--- config.mk ---
export PLATFORM = sky130hd
export DESIGN_NAME = mem_port_arbiter_flat
export DESIGN_NICKNAME = d
export VERILOG_FILES = /design/src/rtl/mem_port_arbiter_pkg.sv /design/src/rtl/mem_port_arbiter_if.sv /design/src/rtl/mem_arb_select.sv /design/src/rtl/mem_port_arbiter.sv /design/src/flat_wrapper.sv
export SDC_FILE = /design/constraint.sdc
export NUM_CORES = 1
export LEC_CHECK = 0
export ABC_AREA = 1
export CAP_MARGIN = 10
export CORE_UTILIZATION = 37
export DETAILED_ROUTE_END_ITERATION = 8
export HOLD_SLACK_MARGIN = 0.1
export PLACE_DENSITY_LB_ADDON = 0.2
export RECOVER_POWER = 100
export SLEW_MARGIN = 5
export SYNTH_ARGS = -nofsm -noshare
export SYNTH_HDL_FRONTEND = slang
export SYNTH_HIERARCHICAL = 1
export SYNTH_SLANG_ARGS = --single-unit
--- constraint.sdc ---
create_clock -name Clk -period 2.06 [get_ports Clk]
set_input_delay 0.412 -clock Clk [delete_from_list [all_inputs] [get_ports Clk]]
set_output_delay 0.412 -clock Clk [all_outputs]
set_load 0.1 [all_outputs]
--- src/rtl/mem_port_arbiter_pkg.sv ---
// Shared definitions for the unified memory port arbiter: state encoding,
// state width and the starvation-counter width helper.
package mem_port_arbiter_pkg;

    localparam int ARB_STATE_W = 2;

    typedef enum logic [ARB_STATE_W-1:0] {
        ARB_IDLE    = 2'd0,
        ARB_IFETCH  = 2'd1,
        ARB_DACCESS = 2'd2
    } arb_state_t;

    // Counter must hold 0..max_wait; never narrower than one bit.
    function automatic int starve_cnt_width(input int max_wait);
        return (max_wait < 1) ? 1 : $clog2(max_wait + 1);
    endfunction

endpackage

--- src/rtl/mem_port_arbiter_if.sv ---
// Bundle of the fetch, load/store and memory-side signals around the arbiter.
// The arbiter uses the slave view; the CPU/memory environment uses master.
interface mem_port_arbiter_if #(
    parameter int DataSize = 32,
    parameter int AddrSize = 32
);
    import mem_port_arbiter_pkg::*;

    logic                   IReq;
    logic [AddrSize-1:0]    IAddr;
    logic                   IDone;
    logic [DataSize-1:0]    IRData;
    logic                   DReq;
    logic                   DWe;
    logic [AddrSize-1:0]    DAddr;
    logic [DataSize-1:0]    DWData;
    logic                   DDone;
    logic [DataSize-1:0]    DRData;
    logic                   MemReq;
    logic                   MemWe;
    logic [AddrSize-1:0]    MemAddr;
    logic [DataSize-1:0]    MemWData;
    logic [DataSize-1:0]    MemRData;
    logic                   MemReady;
    logic [ARB_STATE_W-1:0] ArbState;

    modport slave (
        input  IReq, IAddr, DReq, DWe, DAddr, DWData, MemRData, MemReady,
        output IDone, IRData, DDone, DRData, MemReq, MemWe, MemAddr, MemWData, ArbState
    );

    modport master (
        output IReq, IAddr, DReq, DWe, DAddr, DWData, MemRData, MemReady,
        input  IDone, IRData, DDone, DRData, MemReq, MemWe, MemAddr, MemWData, ArbState
    );

endinterface

--- src/rtl/mem_arb_select.sv ---
// Combinational winner select: data wins ties unless fetch has already been
// passed over MaxWait times, in which case fetch wins.
module mem_arb_select #(
    parameter int MaxWait = 4,
    parameter int CntW    = 3
) (
    input  logic            i_eff,
    input  logic            d_eff,
    input  logic [CntW-1:0] starve_cnt,
    output logic            grant_i,
    output logic            grant_d
);

    localparam logic [CntW-1:0] MAX_CNT = CntW'(MaxWait);

    logic starved;

    // Fetch takes the port when alone or when it has waited long enough.
    always_comb begin
        starved = (starve_cnt == MAX_CNT);
        grant_i = i_eff & (~d_eff | starved);
        grant_d = d_eff & ~grant_i;
    end

endmodule

--- src/rtl/mem_port_arbiter.sv ---
// Arbiter sharing one memory port between instruction fetch and load/store.
// Each access: grant with registered request, wait for MemReady, then return
// read data with a one-cycle Done pulse and one IDLE cycle before the next.
module mem_port_arbiter
    import mem_port_arbiter_pkg::*;
#(
    parameter int DataSize = 32,
    parameter int AddrSize = 32,
    parameter int MaxWait  = 4
) (
    input logic               Clk,
    input logic               Reset,
    mem_port_arbiter_if.slave bus
);

    localparam int CntW = starve_cnt_width(MaxWait);
    localparam logic [CntW-1:0] MAX_CNT = CntW'(MaxWait);

    arb_state_t          state_reg, state_next;
    logic [CntW-1:0]     starve_cnt_reg, starve_cnt_next;
    logic                mem_req_reg, mem_req_next;
    logic                mem_we_reg, mem_we_next;
    logic [AddrSize-1:0] mem_addr_reg, mem_addr_next;
    logic [DataSize-1:0] mem_wdata_reg, mem_wdata_next;
    logic                i_done_reg, i_done_next;
    logic                d_done_reg, d_done_next;
    logic [DataSize-1:0] i_rdata_reg, i_rdata_next;
    logic [DataSize-1:0] d_rdata_reg, d_rdata_next;

    logic i_eff;
    logic d_eff;
    logic grant_i;
    logic grant_d;

    // A requester still seeing its own Done must not be granted again.
    assign i_eff = bus.IReq & ~i_done_reg;
    assign d_eff = bus.DReq & ~d_done_reg;

    mem_arb_select #(
        .MaxWait (MaxWait),
        .CntW    (CntW)
    ) u_select (
        .i_eff      (i_eff),
        .d_eff      (d_eff),
        .starve_cnt (starve_cnt_reg),
        .grant_i    (grant_i),
        .grant_d    (grant_d)
    );

    // Next-state and datapath: grant from IDLE, complete on MemReady.
    always_comb begin
        state_next      = state_reg;
        starve_cnt_next = starve_cnt_reg;
        mem_req_next    = mem_req_reg;
        mem_we_next     = mem_we_reg;
        mem_addr_next   = mem_addr_reg;
        mem_wdata_next  = mem_wdata_reg;
        i_done_next     = 1'b0;
        d_done_next     = 1'b0;
        i_rdata_next    = i_rdata_reg;
        d_rdata_next    = d_rdata_reg;

        case (state_reg)
            ARB_IDLE: begin
                if (grant_i) begin
                    state_next      = ARB_IFETCH;
                    mem_req_next    = 1'b1;
                    mem_we_next     = 1'b0;
                    mem_addr_next   = bus.IAddr;
                    starve_cnt_next = '0;
                end else if (grant_d) begin
                    state_next     = ARB_DACCESS;
                    mem_req_next   = 1'b1;
                    mem_we_next    = bus.DWe;
                    mem_addr_next  = bus.DAddr;
                    mem_wdata_next = bus.DWData;
                    // Count data grants that overtook a waiting fetch.
                    if (i_eff && (starve_cnt_reg != MAX_CNT)) begin
                        starve_cnt_next = starve_cnt_reg + CntW'(1);
                    end
                end
            end
            ARB_IFETCH: begin
                if (bus.MemReady) begin
                    state_next   = ARB_IDLE;
                    mem_req_next = 1'b0;
                    mem_we_next  = 1'b0;
                    i_rdata_next = bus.MemRData;
                    i_done_next  = 1'b1;
                end
            end
            ARB_DACCESS: begin
                if (bus.MemReady) begin
                    state_next   = ARB_IDLE;
                    mem_req_next = 1'b0;
                    mem_we_next  = 1'b0;
                    // Stores leave the previous load data visible.
                    if (!mem_we_reg) begin
                        d_rdata_next = bus.MemRData;
                    end
                    d_done_next = 1'b1;
                end
            end
            default: begin
                state_next   = ARB_IDLE;
                mem_req_next = 1'b0;
                mem_we_next  = 1'b0;
            end
        endcase
    end

    // State and output registers; reset abandons any access in flight.
    always_ff @(posedge Clk) begin
        if (Reset) begin
            state_reg      <= ARB_IDLE;
            starve_cnt_reg <= '0;
            mem_req_reg    <= 1'b0;
            mem_we_reg     <= 1'b0;
            mem_addr_reg   <= '0;
            mem_wdata_reg  <= '0;
            i_done_reg     <= 1'b0;
            d_done_reg     <= 1'b0;
            i_rdata_reg    <= '0;
            d_rdata_reg    <= '0;
        end else begin
            state_reg      <= state_next;
            starve_cnt_reg <= starve_cnt_next;
            mem_req_reg    <= mem_req_next;
            mem_we_reg     <= mem_we_next;
            mem_addr_reg   <= mem_addr_next;
            mem_wdata_reg  <= mem_wdata_next;
            i_done_reg     <= i_done_next;
            d_done_reg     <= d_done_next;
            i_rdata_reg    <= i_rdata_next;
            d_rdata_reg    <= d_rdata_next;
        end
    end

    assign bus.MemReq   = mem_req_reg;
    assign bus.MemWe    = mem_we_reg;
    assign bus.MemAddr  = mem_addr_reg;
    assign bus.MemWData = mem_wdata_reg;
    assign bus.IDone    = i_done_reg;
    assign bus.DDone    = d_done_reg;
    assign bus.IRData   = i_rdata_reg;
    assign bus.DRData   = d_rdata_reg;
    assign bus.ArbState = state_reg;

endmodule

--- src/flat_wrapper.sv ---
// flat-port wrapper written by rule: the top's interface ports become plain ports
module mem_port_arbiter_flat import mem_port_arbiter_pkg::*;
#(
    parameter int DataSize = 32,
    parameter int AddrSize = 32,
    parameter int MaxWait  = 4
)
  (Clk, Reset, bus_IReq, bus_IAddr, bus_DReq, bus_DWe, bus_DAddr, bus_DWData, bus_MemRData, bus_MemReady, bus_IDone, bus_IRData, bus_DDone, bus_DRData, bus_MemReq, bus_MemWe, bus_MemAddr, bus_MemWData, bus_ArbState);
  mem_port_arbiter_if #(.DataSize(DataSize), .AddrSize(AddrSize)) bus_i ();
  input logic Clk;
  input logic Reset;
  input wire logic [$bits(bus_i.IReq)-1:0] bus_IReq;
  input wire logic [$bits(bus_i.IAddr)-1:0] bus_IAddr;
  input wire logic [$bits(bus_i.DReq)-1:0] bus_DReq;
  input wire logic [$bits(bus_i.DWe)-1:0] bus_DWe;
  input wire logic [$bits(bus_i.DAddr)-1:0] bus_DAddr;
  input wire logic [$bits(bus_i.DWData)-1:0] bus_DWData;
  input wire logic [$bits(bus_i.MemRData)-1:0] bus_MemRData;
  input wire logic [$bits(bus_i.MemReady)-1:0] bus_MemReady;
  output wire logic [$bits(bus_i.IDone)-1:0] bus_IDone;
  output wire logic [$bits(bus_i.IRData)-1:0] bus_IRData;
  output wire logic [$bits(bus_i.DDone)-1:0] bus_DDone;
  output wire logic [$bits(bus_i.DRData)-1:0] bus_DRData;
  output wire logic [$bits(bus_i.MemReq)-1:0] bus_MemReq;
  output wire logic [$bits(bus_i.MemWe)-1:0] bus_MemWe;
  output wire logic [$bits(bus_i.MemAddr)-1:0] bus_MemAddr;
  output wire logic [$bits(bus_i.MemWData)-1:0] bus_MemWData;
  output wire logic [$bits(bus_i.ArbState)-1:0] bus_ArbState;
  assign bus_i.IReq = bus_IReq;
  assign bus_i.IAddr = bus_IAddr;
  assign bus_i.DReq = bus_DReq;
  assign bus_i.DWe = bus_DWe;
  assign bus_i.DAddr = bus_DAddr;
  assign bus_i.DWData = bus_DWData;
  assign bus_i.MemRData = bus_MemRData;
  assign bus_i.MemReady = bus_MemReady;
  assign bus_IDone = bus_i.IDone;
  assign bus_IRData = bus_i.IRData;
  assign bus_DDone = bus_i.DDone;
  assign bus_DRData = bus_i.DRData;
  assign bus_MemReq = bus_i.MemReq;
  assign bus_MemWe = bus_i.MemWe;
  assign bus_MemAddr = bus_i.MemAddr;
  assign bus_MemWData = bus_i.MemWData;
  assign bus_ArbState = bus_i.ArbState;
  mem_port_arbiter #(.DataSize(DataSize), .AddrSize(AddrSize), .MaxWait(MaxWait)) u_core (.Clk(Clk), .Reset(Reset), .bus(bus_i));
endmodule
==> results of run 1 <==
==> worst min-delay path, delay by kind of cell, from the launching register on <==
kind,cells,cell delay [ns]
flops,1,0.31
simple gates,1,0.06
compound gates,1,0.05
==> through the flow <==
stage / instances / setup WS (ns) / area (µm²) / TNS [ns]
detailed placement: 1157 / -0.0817 / 7910 / -3.77
finish: 1189 / 0.252 / 8120 / 0
global placement: 1157 / -0.0465 / 7910 / -0.942
floorplan: 734 / 0.250 / 5300 / 0
global route: 1189 / 0.0877 / 8120 / 0
CTS: 1189 / 0.354 / 8490 / 0
==> area by class of cell <==
cell class / instances / area [µm²]
clock buffer: 20 / 457
clock inverter: 12 / 116
fill: 1387 / 5810
inverter: 18 / 70.1
multi-input combinational: 533 / 2250
sequential: 137 / 2750
tap: 180 / 225
timing repair buffer: 289 / 2260
==> Yosys cell counts (all sizes together) <==
library cell / count
o21ai: 97
a21boi: 1
a31oi: 1
dfxtp: 137
buf: 23
clkbuf: 23
nor2: 202
nand2: 183
a21oi: 37
ha: 5
inv: 18
nand3: 7
==> per-layer routing <==
metal / track usage, % / part of all wire, %
met1: 24.5 / 42
met2: 33.5 / 47
met3: 6.69 / 7.8
met4: 10.1 / 2.7
met5: 0 / 0
==> report_power, final <==
group | switching (mW) | internal, mW
logic | 2.04 | 0.611
registers | 0.102 | 2.86
clock network | 1.18 | 1.74
total | 3.32 | 5.21
==> placed cells by master, fill, tap and decap left out, types with 2 or more instances in the layout <==
cell type and n:
clkdlybuf4s50_1 131, clkinv_4 2, dfxtp_1 134, ha_1 5, a21oi_1 37, clkbuf_1 2, buf_4 8, dlygate4sd3_1 2
clkinvlp_4 5, dfxtp_2 3, clkbuf_4 2, inv_2 3, nand3_1 6, inv_1 14, buf_12 8, clkbuf_2 137
nor2_1 201, clkbuf_8 2, o21ai_0 97, inv_6 3, nand2_4 2, clkbuf_16 17, nand2_1 181
==> cells by family (layout without fill, tap and decap cells) <==
kind of cell    after synthesis  after routing  share of synthesized area (%)
buf+inv                      64            339                           5.65
compound gates              136            136                           13.0
flops                       137            137                           51.8
simple gates                392            392                           28.4
fa+ha+maj                     5              5                           1.18
==> how the worst max path moves through the flow <==
stage,start,to,slack [ns],depth (start not counted)
global route,u_core/bus.ArbState[1],u_core/bus.IRData[8],0.09,7
detailed placement,bus_IReq,u_core/bus.MemWData[8],-0.08,9
finish,bus_DReq,u_core/bus.MemAddr[26],0.25,10
global placement,bus_DReq,u_core/bus.MemAddr[21],-0.05,11
floorplan,u_core/bus.IDone,u_core/bus.MemAddr[10],0.25,11
CTS,bus_IReq,u_core/bus.MemWData[18],0.35,9
==> flow_summary.ini, run 1 <==
[status]
status = completed

[clocking]
cts_resized = 0
cts_hold_buf = 0
cts.sinks = 137
cts_buffers = 17
cts_setup_buffers = 0
cts-root-buf = clkbuf_16
htreeDepth = 4
cts.path.max_buffers = 2
tritoncts = built
worstSkewPairLatency_ns = 0.42
clk_pin_slew_ns = 0.06

[placement]
place.gp.congestion = 0.732
dp_hpwl_um = 10800
io_buffers = 267

[cells_and_area]
fin_util_pct = 58.3
finalNetCount = 1135
antenna_cells = 0
drive_above_1_share_pct = 19.6
synthToLayoutAreaGrowth_pct = 53.4

[critical_path]
endpoint_kind = flip-flop
critPathArrivalTime_ns = 2.16
critical_path.max_stage_delay_ns = 0.53
critPathLaunchType = input pin
cpLargestDelayFamily = buffers and inverters
crit_buf_inv = 4
path_cells = dlygate4sd3_1, inv_1, nor2_1, clkbuf_4, a21boi_2, clkbuf_4, nand2_1, nand2_1, o21ai_0, nor2_1
r2r-end = u_core/bus.IRData[14]
setup.worst_path.class = input pin to flip-flop
ff2ff_setup_slack_ns = 0.29
ff2ff_path_depth = 7
critPathSlowestCell = dlygate4sd3_1
cp.required_ns = 2.41
worstPathMaxFanout = 33
r2r-start = u_core/bus.ArbState[1]

[timing]
skew_ns = 0.00782
fin_crit_sh_pct = 87.8
fmax_ghz = 0.553
tightest_slew_ns = 0.806
rsz0062_at_grt = no
setup_viol_count_final = 0
min_period_ns = 1.81
slew_headroom_pct = 46.3
finalHoldViolCount = 0
whs_ns = 0.464
maxSlewViolCount = 0

[power]
p_leak_nw = 3.75
power_density_nw_per_um2 = 1050
ir_drop_mv = 0.568
power_mw = 8.53

[worst_hold_path]
holdPathStages = 2
min-delay-start = u_core/bus.MemWData[9]
hp-class = flip-flop to flip-flop
holdPathEnd = u_core/bus.MemWData[9]

[routing]
wire_per_inst_um = 12.9
totalWireLength_um = 15400
drc = 0
via_per_inst = 4.54
first_iter_violations = 307
firstDrtPassIters = 5
ant_nets = 0
vias = 5404

[yosys]
netlist_instances = 734
yosys-top-cells-area = dfxtp_1 52%, nor2_1 14%, nand2_1 13%, o21ai_0 9.2%, a21oi_1 3.5%
syn_avg_cell_area_um2 = 7.21
post_synth_num_cell_types = 21
seq_area_frac_synth_pct = 51.8
ys_warn_count = 6
synth_top_area_share_pct = 51.8
synth.net_count = 873
yosys.area.top_type = dfxtp_1
netlist_area_um2 = 5300
ys_ff_latch = 137

[floorplanning]
die-area_um2 = 14800
rows = 43
io_pins = 268
start_util_pct = 38.0
die_w_um = 122
die_h_um = 122
coreArea_um2 = 13900

[global_route]
grt_max_degree = 100
grt_pass1_vias = 4747
gr-total-overflow = 0
grt_pass1_wl_um = 23900
grt_antenna_before_repair = 0
grt_usage_pct = 20.6

[run]
cap_violations = 0
Note: power is estimated with default switching activity, not from simulation.
==> run 2, diff against run 1 <==
--- a/config.mk
+++ b/config.mk
@@ -6,7 +6,7 @@
 export NUM_CORES = 1
 export LEC_CHECK = 0
 export ABC_AREA = 1
-export CAP_MARGIN = 10
+export CAP_MARGIN = 20
 export CORE_UTILIZATION = 37
 export DETAILED_ROUTE_END_ITERATION = 8
 export HOLD_SLACK_MARGIN = 0.1
==> results of run 2 <==
Final layout, timing and power as in run 1 (identical DEF).
==> run 3, diff against run 2 <==
--- a/config.mk
+++ b/config.mk
@@ -7,7 +7,7 @@
 export LEC_CHECK = 0
 export ABC_AREA = 1
 export CAP_MARGIN = 20
-export CORE_UTILIZATION = 37
+export CORE_UTILIZATION = 31
 export DETAILED_ROUTE_END_ITERATION = 8
 export HOLD_SLACK_MARGIN = 0.1
 export PLACE_DENSITY_LB_ADDON = 0.2
==> run 3 against run 2 <==
  * Clock-buffer cell count increased by 1
  * Power increased by 1.1%
  * Final area increased by 0.52%
  * Sequential share of layout area decreased by 0.19 points
  * Critical endpoint is now u_core/bus.MemAddr[6]
  * Largest cell class unchanged
  * Combinational power about the same
  * Register-to-register slack improved by 0.10 ns
  * Final cell count increased by 3.2%
  * First-iteration DRC count decreased by 20%
  * Sequential power about the same
==> flow_summary.ini, run 3 (synthesized netlist as in run 1, its figures left out) <==
[critical_path]
cp.required_ns = 2.36
ff2ff_path_depth = 7
critPathArrivalTime_ns = 2.10
critPathSlowestCell = clkdlybuf4s50_1
setup.worst_path.class = input pin to flip-flop
path_cells = clkdlybuf4s50_1, inv_1, nor2_1, a21boi_2, inv_1, nand2_4, nand2_4, clkbuf_2, o21ai_0, nor2_1
critical_path.max_stage_delay_ns = 0.48
ff2ff_setup_slack_ns = 0.39
worstPathMaxFanout = 12
critical_path.startpoint = bus_IReq
r2r-start = u_core/bus.ArbState[0]
critPathLaunchType = input pin
endpoint_kind = flip-flop
r2r-end = u_core/bus.DRData[10]

[timing]
slew_headroom_pct = 46.3
finalHoldViolCount = 0
maxSlewViolCount = 0
setup_viol_count_final = 0
fin_crit_sh_pct = 87.5
fmax_ghz = 0.555
whs_ns = 0.464
min_period_ns = 1.80
tightest_slew_ns = 0.805
rsz0062_at_grt = no
skew_ns = 0.00654

[clocking]
cts.sinks = 137
cts.path.max_buffers = 2
cts_setup_buffers = 0
cts_resized = 0
worstSkewPairLatency_ns = 0.41
tritoncts = built
cts-root-buf = clkbuf_16
clk_pin_slew_ns = 0.06
cts_buffers = 17
cts_hold_buf = 0
htreeDepth = 4

[global_route]
grt_pass1_vias = 5111
grt_usage_pct = 18.4
grt_max_degree = 100
grt_antenna_before_repair = 0
gr-total-overflow = 0
grt_pass1_wl_um = 25600

[routing]
firstDrtPassIters = 4
ant_nets = 0
totalWireLength_um = 16100
drc = 0
vias = 5431
first_iter_violations = 246
wire_per_inst_um = 13.1
via_per_inst = 4.43

[power]
p_leak_nw = 3.76
intPower_mw = 5.37
power_mw = 8.62
p_sw_mw = 3.25
power_density_nw_per_um2 = 1060
sequentialPowerShare_pct = 34.4
clock_power_share_pct = 35.0
power_frac_comb_pct = 30.6
ir_drop_mv = 0.559
netSwitchingFraction_pct = 37.7

[placement]
dp_hpwl_um = 11200
dpl_cell_area_um2 = 7950
place.gp.congestion = 0.760
io_buffers = 267

[status]
status = completed

[floorplanning]
start_util_pct = 31.8
io_pins = 268
coreArea_um2 = 16600
die-area_um2 = 17600
die_h_um = 133
die_w_um = 133
rows = 47

[cells_and_area]
final_common_cell = nor2_1
finalNetCount = 1136
layout_common_cells = 201 x nor2_1, 181 x nand2_1, 138 x clkbuf_2
fin_util_pct = 49.1
synthToLayoutAreaGrowth_pct = 54.2
fillers = 1711
multi_input_area_um2 = 2250
seqCellArea_um2 = 2750
design_area_um2 = 8170
drive_above_1_share_pct = 19.0
antenna_cells = 0

[worst_hold_path]
min-delay-start = u_core/bus.MemWData[26]
holdPathStages = 2
holdPathEnd = u_core/bus.MemWData[26]
hp-class = flip-flop to flip-flop

[run]
cap_violations = 0
run 3: cell types whose count changed in the layout (fill, tap and decap cells not counted), moves of 2 or more:
cell / before / now
inv_1: 14 / 16
buf_4: 8 / 10
inv_2: 3 / 1
clkbuf_1: 2 / 4
inv_6: 3 / 0
bufinv_16: 1 / 3
clkinvlp_4: 5 / 2
run 3: worst max-delay path by stage:
stage / endpoint / slack [ns]
detailed placement: u_core/bus.MemWData[7] / -0.09
global placement: u_core/bus.MemWData[8] / -0.07
floorplan: u_core/bus.MemAddr[10] / 0.25
CTS: u_core/bus.MemWData[7] / 0.35
global route: u_core/bus.MemWData[17] / 0.12
finish: u_core/bus.MemAddr[6] / 0.26
run 3: power by group through the flow:
stage	clock network [mW]	logic, mW	registers, mW
after global placement	0	2.78	3.02
after CTS	3.09	2.79	2.97
after floorplan	0	0.528	4.48
after global routing	3.21	2.78	2.99
after detailed placement	0	2.79	3.03
final	3.02	2.64	2.97
run 3: area by class of cell:
type | instances | share of cell area [%]
Inverter | 18 | 0.858
Sequential cell | 137 | 33.6
Clock inverter | 8 | 1.52
Timing Repair Buffer | 290 | 27.5
Tap cell | 220 | 3.37
Multi-Input combinational cell | 533 | 27.6
Clock buffer | 21 | 5.52
run 3: critical path: cells and delay by family:
kind            cells  cell delay [ns]
simple gates        4             0.38
buf+inv             4             0.88
compound gates      2             0.42
run 3: routing by layer:
layer / wire, µm / track usage (%) / part of all wire [%]
met1: 6980 / 21.3 / 43
met2: 7620 / 30.9 / 47
met3: 1080 / 6.32 / 6.7
met4: 375 / 8.11 / 2.3
met5: 0 / 0 / 0
run 3: metrics by stage:
step / setup WS, ns / TNS (ns) / instances
2_1_floorplan: 0.250 / 0 / 734
3_3_place_gp: -0.0690 / -1.99 / 1198
3_5_place_dp: -0.0883 / -1.84 / 1198
4_1_cts: 0.347 / 0 / 1227
5_1_grt: 0.117 / 0 / 1227
6_report: 0.258 / 0 / 1227
